`config.mk`:
```
export PLATFORM = sky130hd
export DESIGN_NAME = spw_babasu_ctrl_out
export DESIGN_NICKNAME = d
export VERILOG_FILES = /design/src/rtl/spw_babasu_pio_pkg.sv /design/src/rtl/spw_babasu_pulse_gen.sv /design/src/rtl/spw_babasu_ctrl_out.sv
export SDC_FILE = /design/constraint.sdc
export NUM_CORES = 1
export LEC_CHECK = 0
export BUFFER_PORTS_ARGS = -buffer_cell sky130_fd_sc_hd__buf_4
export CAP_MARGIN = 20
export CORE_MARGIN = 2
export CORE_UTILIZATION = 46
export CTS_BUF_LIST = sky130_fd_sc_hd__clkbuf_16
export CTS_CLUSTER_DIAMETER = 30
export DETAILED_ROUTE_END_ITERATION = 6
export GPL_TIMING_DRIVEN = 1
export PLACE_DENSITY = 0.76
export SLEW_MARGIN = 15
export SYNTH_ARGS = -nofsm -noshare
export SYNTH_HDL_FRONTEND = slang
export SYNTH_SLANG_ARGS = --single-unit
```
`constraint.sdc`:
```
create_clock -name clk -period 2.8 [get_ports clk]
set_input_delay 0 -clock clk [delete_from_list [all_inputs] [get_ports clk]]
set_output_delay 0 -clock clk [all_outputs]
set_load 0.02 [all_outputs]
```
`src/rtl/spw_babasu_pio_pkg.sv`:
```
// Shared definitions for the spw_babasu PIO family: register addresses,
// pulse-engine state encoding and the PULSE_LEN register width.
package spw_babasu_pio_pkg;

    localparam logic [2:0] ADDR_DATA      = 3'd0;
    localparam logic [2:0] ADDR_PULSE     = 3'd2;
    localparam logic [2:0] ADDR_PULSE_LEN = 3'd3;
    localparam logic [2:0] ADDR_OUTSET    = 3'd4;
    localparam logic [2:0] ADDR_OUTCLEAR  = 3'd5;

    localparam int PULSE_LEN_W = 8;

    typedef enum logic {
        IDLE   = 1'b0,
        ACTIVE = 1'b1
    } pulse_state_e;

endpackage

```
`src/rtl/spw_babasu_pulse_gen.sv`:
```
// One-shot strobe engine: a start ORs mask into the pulse vector and (re)loads
// the down-counter; the vector clears once the counter has run out.
module spw_babasu_pulse_gen
    import spw_babasu_pio_pkg::*;
#(
    parameter int WIDTH = 11
) (
    input  logic                   clk,
    input  logic                   reset,
    input  logic                   i_start,
    input  logic [WIDTH-1:0]       i_mask,
    input  logic [PULSE_LEN_W-1:0] i_len,
    output logic [WIDTH-1:0]       o_pulse
);

    pulse_state_e           r_state, w_state_nxt;
    logic [PULSE_LEN_W-1:0] r_cnt, w_cnt_nxt;
    logic [WIDTH-1:0]       r_pulse, w_pulse_nxt;

    always_ff @(posedge clk or posedge reset) begin
        if (reset) begin
            r_state <= IDLE;
            r_cnt   <= '0;
            r_pulse <= '0;
        end else begin
            r_state <= w_state_nxt;
            r_cnt   <= w_cnt_nxt;
            r_pulse <= w_pulse_nxt;
        end
    end

    // A restart takes priority over expiry, so an in-flight strobe is extended.
    always_comb begin
        w_state_nxt = r_state;
        w_cnt_nxt   = r_cnt;
        w_pulse_nxt = r_pulse;
        case (r_state)
            IDLE: begin
                if (i_start) begin
                    w_pulse_nxt = i_mask;
                    w_cnt_nxt   = i_len;
                    w_state_nxt = ACTIVE;
                end
            end
            ACTIVE: begin
                if (i_start) begin
                    w_pulse_nxt = r_pulse | i_mask;
                    w_cnt_nxt   = i_len;
                end else if (r_cnt != '0) begin
                    w_cnt_nxt = r_cnt - 1'b1;
                end else begin
                    w_pulse_nxt = '0;
                    w_state_nxt = IDLE;
                end
            end
            default: begin
                w_state_nxt = IDLE;
                w_pulse_nxt = '0;
                w_cnt_nxt   = '0;
            end
        endcase
    end

    assign o_pulse = r_pulse;

endmodule

```
`src/rtl/spw_babasu_ctrl_out.sv`:
```
// Avalon-MM control output PIO: static DATA bits plus timed strobes.
// Optional OUTSET/OUTCLEAR registers are built when SPW_CTRL_OUT_BITSET_EN is defined.
module spw_babasu_ctrl_out
    import spw_babasu_pio_pkg::*;
#(
    parameter int          WIDTH           = 11,
    parameter logic [31:0] RESET_VALUE     = 32'd0,
    parameter int          PULSE_LEN_RESET = 3
) (
    input  logic             clk,
    input  logic             reset,
    input  logic [2:0]       address,
    input  logic             chipselect,
    input  logic             write_n,
    input  logic [31:0]      writedata,
    output logic [31:0]      readdata,
    output logic [WIDTH-1:0] out_port,
    output logic [WIDTH-1:0] pulse_port
);

    logic                   w_we;
    logic [WIDTH-1:0]       w_wd;
    logic                   w_start;
    logic [WIDTH-1:0]       w_pulse;
    logic [31:0]            w_rmux;
    logic [WIDTH-1:0]       r_data;
    logic [PULSE_LEN_W-1:0] r_pulse_len;
    logic [31:0]            r_rdata;

    assign w_we    = chipselect & ~write_n;
    assign w_wd    = writedata[WIDTH-1:0];
    assign w_start = w_we && (address == ADDR_PULSE) && (w_wd != '0);

    always_ff @(posedge clk or posedge reset) begin
        if (reset) begin
            r_data      <= RESET_VALUE[WIDTH-1:0];
            r_pulse_len <= PULSE_LEN_W'(PULSE_LEN_RESET);
        end else if (w_we) begin
            case (address)
                ADDR_DATA:      r_data      <= w_wd;
                ADDR_PULSE_LEN: r_pulse_len <= writedata[PULSE_LEN_W-1:0];
`ifdef SPW_CTRL_OUT_BITSET_EN
                ADDR_OUTSET:    r_data      <= r_data | w_wd;
                ADDR_OUTCLEAR:  r_data      <= r_data & ~w_wd;
`endif
                default: ;
            endcase
        end
    end

    spw_babasu_pulse_gen #(
        .WIDTH (WIDTH)
    ) u_pulse_gen (
        .clk     (clk),
        .reset   (reset),
        .i_start (w_start),
        .i_mask  (w_wd),
        .i_len   (r_pulse_len),
        .o_pulse (w_pulse)
    );

    // Readback samples pre-write state, so a same-cycle write is seen next read.
    always_comb begin
        w_rmux = '0;
        case (address)
            ADDR_DATA:      w_rmux = 32'(r_data);
            ADDR_PULSE:     w_rmux = 32'(w_pulse);
            ADDR_PULSE_LEN: w_rmux = 32'(r_pulse_len);
            default:        w_rmux = '0;
        endcase
    end

    always_ff @(posedge clk or posedge reset) begin
        if (reset) r_rdata <= '0;
        else       r_rdata <= w_rmux;
    end

    assign readdata   = r_rdata;
    assign out_port   = r_data;
    assign pulse_port = w_pulse;

endmodule

```
After elaboration in Yosys (flattened, before gate mapping):

Cells that the tools add are included.

* register bits after elaboration: 71
* latch bits: 0
* RAM bits: 0
* ROM bits: 0
* input bits: 39
* memories: 0

* $add $sub $neg: 1
* multiply operators: 0
* divide/modulo/power cells: 0
* $lt $le $gt $ge: 0
* equal/unequal tests: 5
* shift-type cells: 0
* mux-type cells: 13
* bitwise logic cells: 4
* reductions and logical operators: 9

Operators by type and width (number)
* $mux 11: 3
* $pmux 11 s3: 1
* $mux 8: 3
* $pmux 11 s2: 1
* $pmux 8 s2: 1
* $or 11x11->11: 1
* $reduce_bool 11->1: 1
* $reduce_and 2->1: 4
* $reduce_bool 8->1: 1
* $sub 8x1->8 const B: 1
* $eq 3x2->1 const B: 2
* $ne 3x2->1 const B: 2
* $logic_not 3->1: 1
* $mux 1: 3
* $logic_and 1x1->1: 2
* $ne 2x1->1 const B: 1
* $not 1->1: 2
* $pmux 1 s2: 1
* $and 1x1->1: 1

Longest topological paths before layout:

* depth in word-level cells: 6
* depth in mapped cells: 8
* depth with buffers taken out: 6

Cells and area by module:

A second synthesis with hierarchy kept.

* cells, all modules: 221
* area total of the unflattened synthesis: 2549.9 µm²

By module, submodules not included
* spw_babasu_ctrl_out: times used 1, cells an instance 117, area each 1492.7 µm², sequential area each 753.2 µm²
* spw_babasu_pulse_gen: times used 1, cells an instance 104, area each 1057.3 µm², sequential area each 500.5 µm²

Worst setup path after synthesis:

OpenSTA, ideal clock, no wires.

* path kind: register to register
* from: register u_pulse_gen.r_cnt[4]
* to: register u_pulse_gen.r_cnt[7]
* setup time: 0.128 ns
* arrival: 1.771 ns
* required time: 2.672 ns
* path slack: 0.901 ns
* stages on the path, launching flop included: 5
* period minus slack after synthesis: 1.899 ns
* cell sequence: dfrtp_1 > or4b_4 > nor4b_4 > mux2_1 > mux2_1

* longest elaborated chain between the ends: 4

Ends and longest elaborated chain
* from (decl): line spw_babasu_pulse_gen.sv:17 `logic [PULSE_LEN_W-1:0] r_cnt, w_cnt_nxt;`
* from (signal assigned): line spw_babasu_pulse_gen.sv:27 `r_cnt <= w_cnt_nxt;`
* $sub 8x1->8: line spw_babasu_pulse_gen.sv:50 `w_cnt_nxt = r_cnt - 1'b1;`
* $mux 8: line spw_babasu_pulse_gen.sv:49 `end else if (r_cnt != '0) begin`
* $mux 8: line spw_babasu_pulse_gen.sv:46 `if (i_start) begin`
* $pmux 8 s2: line spw_babasu_pulse_gen.sv:37 `case (r_state)`

Parallel ways exist; a longest one is shown, timed or not. The select of a mux whose other input is x is not followed.
A chain may end at the register's enable or synchronous reset.

Worst setup path after layout:

* from: register u_pulse_gen.r_cnt[0]
* to: register u_pulse_gen.r_pulse[0], in the netlist u_pulse_gen.o_pulse[0]

* longest elaborated chain between the ends: 3

Ends and longest elaborated chain
* $reduce_bool 8->1: line spw_babasu_pulse_gen.sv:49
* $ne 3x2->1 (no source line)
* $reduce_and 2->1 (no source line)
* to (signal assigned): line spw_babasu_pulse_gen.sv:28 `r_pulse <= w_pulse_nxt;`
* to (decl): line spw_babasu_pulse_gen.sv:18 `logic [WIDTH-1:0] r_pulse, w_pulse_nxt;`

No other way between the ends.

==> results.tsv <==
stage	metric	value	unit
floorplanning	Die Wd	77.3	um
global_route	first-pass GRT wire length	9110	um
placement	placed cell area	2820	sq um
outcome	outcome	finished, final reports clean	
sta	final hold viol count	0	
power_and_ir_drop	overall power	2.86	mW
global_route	largest net degree at the start of global routing	51	
layout	fillers	426	
placement	Port Buffers	50	
sta	Slew Limit Fails	0	
setup_path	r2r setup slk	620	ps
detailed_routing	Initial DRC Count	155	
cts	Root Buffer	clkbuf_16	
logic_synthesis	#FFs+latches synth	50	
layout	Finished Layout Cells	333	
logic_synthesis	Syn. warnings	0	
logic_synthesis	Syn Area/Cell	12.4	sq um
setup_path	kind of end point of the critical path	register	
global_route	grt ovf	0	
floorplanning	Initial Utilization	48.1	%
logic_synthesis	post-synthesis mux area share	18.4	%
cts	CTS sink cnt	50	
layout	multi-input logic area	1070	sq um
layout	n_diodes	0	
logic_synthesis	xor/xnor cell area share of the yosys netlist	1.06	%
detailed_routing	routed length per instance	16.6	um
power_and_ir_drop	P per Cell Area	911	nW/um^2
layout	final instance area	3140	sq um
sta	endpoints failing setup	0	
layout	area grow syn2layout	26.9	%
detailed_routing	via count	1754	
floorplanning	I/O Pins	93	
logic_synthesis	synthesized-area fraction occupied by adder cells	1.01	%
setup_path	Worst Path Class, Setup	reg2reg	
sta	Slew headroom	36.4	%
sta	Setup Skew	12.0	ps
layout	Storage cell area	1250	sq um
floorplanning	full die area	5980	sq um
logic_synthesis	top_reg_cell synth	dfrtp_1	
detailed_routing	post-route ant nets	0	
detailed_routing	final wirelength	5530	um
setup_path	critical path startpoint category	register	
layout	share of cells above drive strength 1	37.3	%
placement	Placed Cells	311	
floorplanning	Die Y	77.3	um
global_route	vias in the first global route	1760	
logic_synthesis	ys async rst share	100	%
logic_synthesis	Synth Instances	200	
floorplanning	row cnt	26	
cts	number of CTS-inserted buffers	5	
logic_synthesis	largest family of logic cells by synthesized area	multiplexers	
placement	Final Wtd Congestion	0.793	
sta	Tightest Pin Transition	947	ps
global_route	GRT Total Usage	19.8	%
worst_hold_path	Hold WC Path Type	in2reg	
cts	PostCTS Resize Cnt	0	
detailed_routing	drt drc	0	
detailed_routing	vias per cell	5.27	
detailed_routing	Pre-Repair DR Iteration Count	4	
logic_synthesis	sequential share of the synthesized area	50.7	%
layout	# nets final	303	
setup_path	Arr. time, crit path	2350	ps
setup_path	Req. time, crit path	2970	ps
cts	worst skew pair latency	300	ps
cts	Post-CTS Setup Repair Bufs	0	
logic_synthesis	number of synthesized flops with an enable pin	0	
floorplanning	core area	5140	sq um
job	max_cap viols	0	
sta	RSZ-0062 raised after global routing	false	
setup_path	critical-path maximum fanout	11	
sta	Tcrit/Tclk final	77.8	%
sta	setup_tns	0	ps
cts	Worst-path clk slew	70	ps
logic_synthesis	simple-gate share of the synthesized area	10.2	%
logic_synthesis	Compound-Gate Fraction of Synth Area	9.31	%
logic_synthesis	Synth cell types	38	
sta	minimum clock period	2180	ps
sta	fmax	459	MHz
placement	HPWL after DPL	3790	um
cts	CTS tree	done	
cts	H-tree depth	2	
power_and_ir_drop	P_leak	1.49	nW
global_route	antenna violations before repair	0	
power_and_ir_drop	VDD IR-drop max	0.515	mV
cts	CTS max path bufs	2	
logic_synthesis	mapped cell area	2470	sq um
-- metrics by stage --
step	util [%]	hold WS, ps	worst slack, ps
after floorplan	-	73.5	901
after global placement	54.9	238	683
after detailed placement	54.9	244	668
after CTS	60.7	47.8	631
after global routing	61.1	67.5	492
final	61.1	56.3	622
-- power breakdown --
| group | leakage [nW] | internal, mW | switching [mW] | total (mW) |
|---|---|---|---|---|
| clock | 0.0852 | 0.420 | 0.268 | 0.689 |
| combinational | 0.775 | 0.515 | 0.503 | 1.02 |
| sequential | 0.625 | 0.948 | 0.205 | 1.15 |
| total | 1.49 | 1.88 | 0.976 | 2.86 |
-- repair_timing --
action	4_1_cts	5_1_grt
endpoints found under the setup margin	0	0
hold buffers	13	0
hold endpoints to repair	45	0
-- metal layers --
metal	wire length, um	part of all wire, %	GRT usage, %
met5	0	0	0
met4	56	1.0	4.82
met3	265	4.8	5.06
met2	2800	51	33.4
met1	2400	43	25.5
-- path summary, 6_finish.rpt --
path                                                  startpoint                                  to  cells past startpoint
worst max-delay path            u_pulse_gen.r_cnt[0]$_DFFE_PP0P_  u_pulse_gen.o_pulse[0]$_DFFE_PP0P_                      6
worst min-delay path                                  address[0]              readdata[10]$_DFF_PP0_                      2
worst max register to register  u_pulse_gen.r_cnt[0]$_DFFE_PP0P_  u_pulse_gen.o_pulse[0]$_DFFE_PP0P_                      6
worst min register to register        r_pulse_len[7]$_DFFE_PP0P_    u_pulse_gen.r_cnt[7]$_DFFE_PP0P_                      1
max in group asynchronous                                  reset          r_pulse_len[0]$_DFFE_PP1P_                      4
min in group asynchronous                                  reset               readdata[8]$_DFF_PP0_                      3
-- cell families (layout without fill, tap and decap cells) --
family / Yosys count / in the layout
flops: 50 / 50
fa+ha+maj: 2 / 2
compound gates: 26 / 26
mux: 41 / 41
other cells: 1 / 21
simple gates: 41 / 41
buf+inv: 36 / 79
xor+xnor: 3 / 3
-- cell usage in the layout (no fill, tap or decap), types with 2 or more instances in the layout --
cell type,netlist,layout
buf_4,21,51
dfrtp_1,48,48
mux2_2,28,28
conb_1,1,21
nor2_1,13,13
dlygate4sd3_1,0,13
a32o_1,11,11
mux2_1,8,8
a22oi_1,8,8
inv_1,6,6
nand2_1,5,5
mux2i_1,5,5
clkbuf_16,0,5
nor3_1,4,4
nand2b_1,3,3
xnor2_1,3,3
nor4_1,3,2
and3_1,2,2
o21ai_1,2,2
ha_1,2,2
dfstp_2,2,2
-- worst max-delay path: stages, from the launching register on --
cell,delay (ps)
dfrtp_1,400
inv_1,90
ha_1,160
or3b_1,500
nor3_2,200
o21ai_1,340
a32o_1,380
-- flip-flops by register name (all words and copies together), names as in the netlist --
name,cells
out_port,11
readdata,11
u_pulse_gen.r_state,1
u_pulse_gen.o_pulse,11
u_pulse_gen.r_cnt,8
r_pulse_len,8
-- synthesized netlist by cell type (3+ instances only) --
cell | instances | area (sq um)
nor2_1 | 13 | 48.8
xnor2_1 | 3 | 26.3
buf_2 | 4 | 20.0
a32o_1 | 11 | 110
mux2i_1 | 5 | 50.1
clkbuf_1 | 4 | 15.0
inv_1 | 6 | 22.5
dfrtp_1 | 48 | 1200
mux2_2 | 28 | 315
a22oi_1 | 8 | 60.1
mux2_1 | 8 | 90.1
nand2_1 | 5 | 18.8
nand2b_1 | 3 | 18.8
nor3_1 | 4 | 20.0
buf_4 | 21 | 158
nor4_1 | 3 | 18.8
-- area by class of cell --
cell class / instances / share of cell area [%]
clock inverters: 3 / 1.36
multi-input cells: 134 / 34.2
clock buffers: 5 / 3.99
flip-flops and latches: 50 / 40.0
repair buffers: 65 / 17.0
well taps: 70 / 2.79
inverters: 6 / 0.718
Note: power is estimated with default switching activity, not from simulation.
